**src/rtl/fifo_uart_tx.sv**
```systemverilog
// FIFO-fed UART transmitter: pops one word per frame, sends start/data LSB-first/stop; TX_PARITY_EN adds even parity.
// Registered outputs, start edge to first tx=0 is one clk; the FIFO is only popped from IDLE, so an empty FIFO or tx_en=0 simply holds the line idle.
module fifo_uart_tx #(
   parameter int DATA_WIDTH   = 8,
   parameter int CLKS_PER_BIT = 4
) (
   input  logic                  clk,
   input  logic                  rstn,
   input  logic                  tx_en,
   input  logic                  fifo_empty,
   input  logic [DATA_WIDTH-1:0] fifo_data,
   output logic                  fifo_read,
   output logic                  tx,
   output logic                  busy
);

   localparam int CW = (CLKS_PER_BIT > 1) ? $clog2(CLKS_PER_BIT) : 1;
   localparam int BW = (DATA_WIDTH > 1) ? $clog2(DATA_WIDTH) : 1;
   localparam logic [CW-1:0] BAUD_LAST = CW'(CLKS_PER_BIT - 1);
   localparam logic [BW-1:0] BIT_LAST  = BW'(DATA_WIDTH - 1);

   typedef enum logic [2:0] {
      IDLE   = 3'd0,
      START  = 3'd1,
      DATA   = 3'd2,
`ifdef TX_PARITY_EN
      PARITY = 3'd4,
`endif
      STOP   = 3'd3
   } state_t;

   state_t                state_q, state_d;
   logic [CW-1:0]         baud_q, baud_d;
   logic [BW-1:0]         bit_q, bit_d;
   logic [DATA_WIDTH-1:0] shift_q, shift_d;
   logic                  tx_q, tx_d;
   logic                  busy_q, busy_d;
   logic                  fifo_read_q, fifo_read_d;
`ifdef TX_PARITY_EN
   logic                  parity_q, parity_d;
`endif

   logic baud_end;
   logic bit_end;
   logic load;

   assign baud_end = (baud_q == BAUD_LAST);
   assign bit_end  = (bit_q == BIT_LAST);

   always_ff @(posedge clk or negedge rstn) begin
      if (!rstn) begin
         state_q     <= IDLE;
         baud_q      <= '0;
         bit_q       <= '0;
         shift_q     <= '0;
         tx_q        <= 1'b1;
         busy_q      <= 1'b0;
         fifo_read_q <= 1'b0;
`ifdef TX_PARITY_EN
         parity_q    <= 1'b0;
`endif
      end else begin
         state_q     <= state_d;
         baud_q      <= baud_d;
         bit_q       <= bit_d;
         shift_q     <= shift_d;
         tx_q        <= tx_d;
         busy_q      <= busy_d;
         fifo_read_q <= fifo_read_d;
`ifdef TX_PARITY_EN
         parity_q    <= parity_d;
`endif
      end
   end

   always_comb begin
      state_d = state_q;
      case (state_q)
         IDLE: begin
            if (tx_en && !fifo_empty) state_d = START;
         end
         START: begin
            if (baud_end) state_d = DATA;
         end
         DATA: begin
            if (baud_end && bit_end) begin
`ifdef TX_PARITY_EN
               state_d = PARITY;
`else
               state_d = STOP;
`endif
            end
         end
`ifdef TX_PARITY_EN
         PARITY: begin
            if (baud_end) state_d = STOP;
         end
`endif
         STOP: begin
            if (baud_end) state_d = IDLE;
         end
         default: state_d = IDLE;
      endcase
   end

   // Outputs are computed from the next state so tx/busy change on the same edge as the FSM.
   always_comb begin
      load        = (state_q == IDLE) && (state_d == START);
      fifo_read_d = load;
      busy_d      = (state_d != IDLE);

      baud_d = '0;
      if (state_q != IDLE && !baud_end) baud_d = baud_q + 1'b1;

      bit_d = bit_q;
      if (state_q == DATA && baud_end) bit_d = bit_end ? '0 : bit_q + 1'b1;

      shift_d = shift_q;
      if (load) shift_d = fifo_data;
      else if (state_q == DATA && baud_end) shift_d = shift_q >> 1;

`ifdef TX_PARITY_EN
      parity_d = parity_q;
      if (load) parity_d = ^fifo_data;
`endif

      tx_d = 1'b1;
      case (state_d)
         START:  tx_d = 1'b0;
         DATA:   tx_d = shift_d[0];
`ifdef TX_PARITY_EN
         PARITY: tx_d = parity_q;
`endif
         default: tx_d = 1'b1;
      endcase
   end

   assign fifo_read = fifo_read_q;
   assign tx        = tx_q;
   assign busy      = busy_q;

endmodule

```
**config.mk**
```make
export PLATFORM = sky130hd
export DESIGN_NAME = fifo_uart_tx
export DESIGN_NICKNAME = d
export VERILOG_FILES = /design/src/rtl/fifo_uart_tx.sv
export SDC_FILE = /design/constraint.sdc
export NUM_CORES = 1
export LEC_CHECK = 0
export ABC_AREA = 0
export CORE_UTILIZATION = 35
export DETAILED_ROUTE_END_ITERATION = 6
export PLACE_DENSITY_LB_ADDON = 0.12
export SLEW_MARGIN = 20
export SYNTH_ARGS = -nofsm -noshare
export SYNTH_HDL_FRONTEND = slang
export SYNTH_SLANG_ARGS = --single-unit
```
**constraint.sdc**
```tcl
create_clock -name clk -period 2.1 [get_ports clk]
set_input_delay 0.315 -clock clk [delete_from_list [all_inputs] [get_ports clk]]
set_output_delay 0.315 -clock clk [all_outputs]
set_load 0.005 [all_outputs]
```
==> impl_results.md <==
- Avg Inst Size Synth: 11.5 um2
- Pwr dens: 693 mW/mm2
- Leakage power: a little under 0.5 nW
- #FFs+latches synth: 19
- CTS tree: yes
- Nets: 108
- CP startpoint: baud_q[0]$_DFF_PN0_
- FF-to-FF setup slack: 0.48 ns
- CP required: 2.28 ns
- Cell taking the most area after synthesis: dfrtp_1
- Die Y-Extent: 52.1 um
- Crit path launch type: register
- Placed cell areas: approximately 0.0010 mm2
- Initial antenna violation count: 0
- Via count of the first global-routing pass: 621
- Seq. cell area: 477 um2
- Final worst-path setup slack: 0.480 ns
- Final min period: 1.62 ns
- Synthesized Nets: 91
- Post-layout instance area: about 0.0011 mm2
- TNS Setup: 0 ns
- CTS Buffer Depth: 2
- ANT nets after route: 0
- Diode count: 0
- Hpwl dp: between 1000 and 1500 um
- Crit. End Element: register
- Pre-CTS setup slack: 0.442 ns
- Most common cell after layout, fill and taps aside: dfrtp_1
- Area growth from synthesis to layout: 21.7%
- Total CTS buffers: 3
- Share of cells above drive strength 1: 0.141
- Clock net sink count: 19
- First-pass GRT wire length: 2690 um
- Post-synth top area share: 0.514
- DRT Pass-1 Iters: 4
- Worst Path Arrival: 1.80 ns
- Cell variety after synth: 31
- Grt ovf: 0
- WS Path Type: reg2reg
- Crit path capture: shift_q[4]$_DFFE_PN0P_
- Layout Skew: 0.00417 ns
- Final Setup Violations: 0
- Post-Syn Area: 877 um2
- Via density: between 5 and 6
- Final Wtd Congestion: 0.651
- GRT Util Overall: 0.139
- Fin. Hold Viols: 0
- Starting Density: 0.382
- IO Port Bufs: 14
- Tot Pwr: 0.000740 W
- # hold bufs at CTS: 0
- Final period utilization: 0.772
- H-tree levels: 1
- Commonest non-fill, non-tap cells in the layout: 18 x dfrtp_1, 14 x clkdlybuf4s50_1, 7 x and3_1
- Max VDD drop: 0.000423 V
- Die width: 52.1 um
- Total Wirelength: approximately 1500 um
- Fmax: 0.617 GHz
- R2R Path Start: baud_q[0]$_DFF_PN0_
- Top FF cell, synth: dfrtp_1
- Worst-path maximum fanout: 13
- Multi-input gate area: 359 um2
- CTS clk-pin slew, worst paths: 0.10 ns
- Die area: about 0.0027 mm2
- FF-to-FF path depth: 4
- Mapped Cells: 76
- Reg2reg end: shift_q[4]$_DFFE_PN0P_
- # fillers: between 200 and 250
- WL/cell: 12.8 um
- PostCTS Resize Cnt: 0
- Top Ports: 15
- Post-synth EDFFs: 0
- Ys async rst share: 1.00
- DRC violations left: 0
- Final Max Tran Viols: 0
- # rows: 17
- RSZ-0062 raised after global routing: false
- Drt initial violations: 10
- Postcts setup bufs: 0
- Synth top area cells: dfrtp_1 51%, a221o_1 6.8%, and3_1 5.0%
- Vias post-DR: 611
- Sequential fraction of the synthesis area: 0.544
- Clock root buffer: clkbuf_4
- CORE AREA: around 0.0023 mm2
- Outcome: complete, no violations
- HP Class: in2async
- Largest net degree at the start of global routing: 14
- Slew @ Worst Pin: 0.527 ns
- Yosys Warn Count: 0
- Relative max-transition margin: 0.648
- Clock Latency Late Sink: between 0.2 and 0.3 ns
- Max-cap viol count: 0
kinds of logic (layout without fill, tap and decap cells):
| group | count (synthesis) | after routing | synth area share |
|---|---|---|---|
| mux | 3 | 3 | 0.0371 |
| compound gates | 17 | 17 | 0.136 |
| other cells | 1 | 1 | 0.00428 |
| xor+xnor | 1 | 1 | 0.00999 |
| fa+ha+maj | 3 | 3 | 0.0428 |
| simple gates | 25 | 25 | 0.180 |
| buf+inv | 7 | 23 | 0.0471 |
| flops | 19 | 19 | 0.544 |
power by group:
group | internal [W] | total, W | switching [W]
Clock | 0.0000737 | 0.000173 | 0.0000994
Combinational | 0.0000719 | 0.000121 | 0.0000488
Sequential | 0.000415 | 0.000446 | 0.0000311
Total | 0.000561 | 0.000740 | 0.000179
cell type report:
cell class / instances / share of cell area
Clock buffer: 4 / 0.0246
Sequential cell: 19 / 0.447
Tap cell: 28 / 0.0328
Multi-Input combinational cell: 50 / 0.336
Inverter: 2 / 0.00703
Timing Repair Buffer: 17 / 0.152
layer usage:
layer  up-vias  share of wire  track usage
li1        308              -            -
met1       291           0.49        0.186
met5         -              0            0
met2        10           0.47        0.207
met3         2          0.034       0.0263
met4         0         0.0091       0.0811
stage by stage:
step | utilization | hold slack [ns] | instances
2_1_floorplan | - | 0.0194 | 76
3_3_place_gp | 0.453 | 0.431 | 116
3_5_place_dp | 0.453 | 0.431 | 116
4_1_cts | 0.465 | 0.367 | 120
5_1_grt | 0.465 | 0.381 | 120
6_report | 0.465 | 0.366 | 120
worst min-delay path by stage:
stage                        startpoint                      to  slack, ns  cells after the start
floorplan                          rstn     baud_q[0]$_DFF_PN0_       0.02                      0
global placement    baud_q[0]$_DFF_PN0_     baud_q[0]$_DFF_PN0_       0.43                      1
detailed placement  baud_q[0]$_DFF_PN0_     baud_q[0]$_DFF_PN0_       0.43                      1
CTS                                rstn  shift_q[2]$_DFFE_PN0P_       0.37                      1
global route                       rstn  shift_q[2]$_DFFE_PN0P_       0.38                      1
finish                             rstn  shift_q[2]$_DFFE_PN0P_       0.37                      1
registers in the layout, indices dropped and copies added (netlist names):
signal,count
state_q,3
bit_q,3
busy,1
shift_q,8
baud_q,2
fifo_read,1
tx,1
synth_stat cells, types with 2 or more instances:
cell type / number
a21oi_1: 4
a221o_1: 6
and3_1: 7
buf_2: 3
dfrtp_1: 18
ha_1: 3
nand2_1: 2
nand3_1: 3
nor2_1: 3
nor3_1: 2
o21ai_0: 4
o21ai_1: 2
critical path: stages, from the launching register on:
cell and delay, ns:
dfrtp_1 0.36, ha_1 0.32, and4bb_4 0.41, a21oi_2 0.10, a221o_1 0.32
Note: power is estimated with default switching activity, not from simulation.
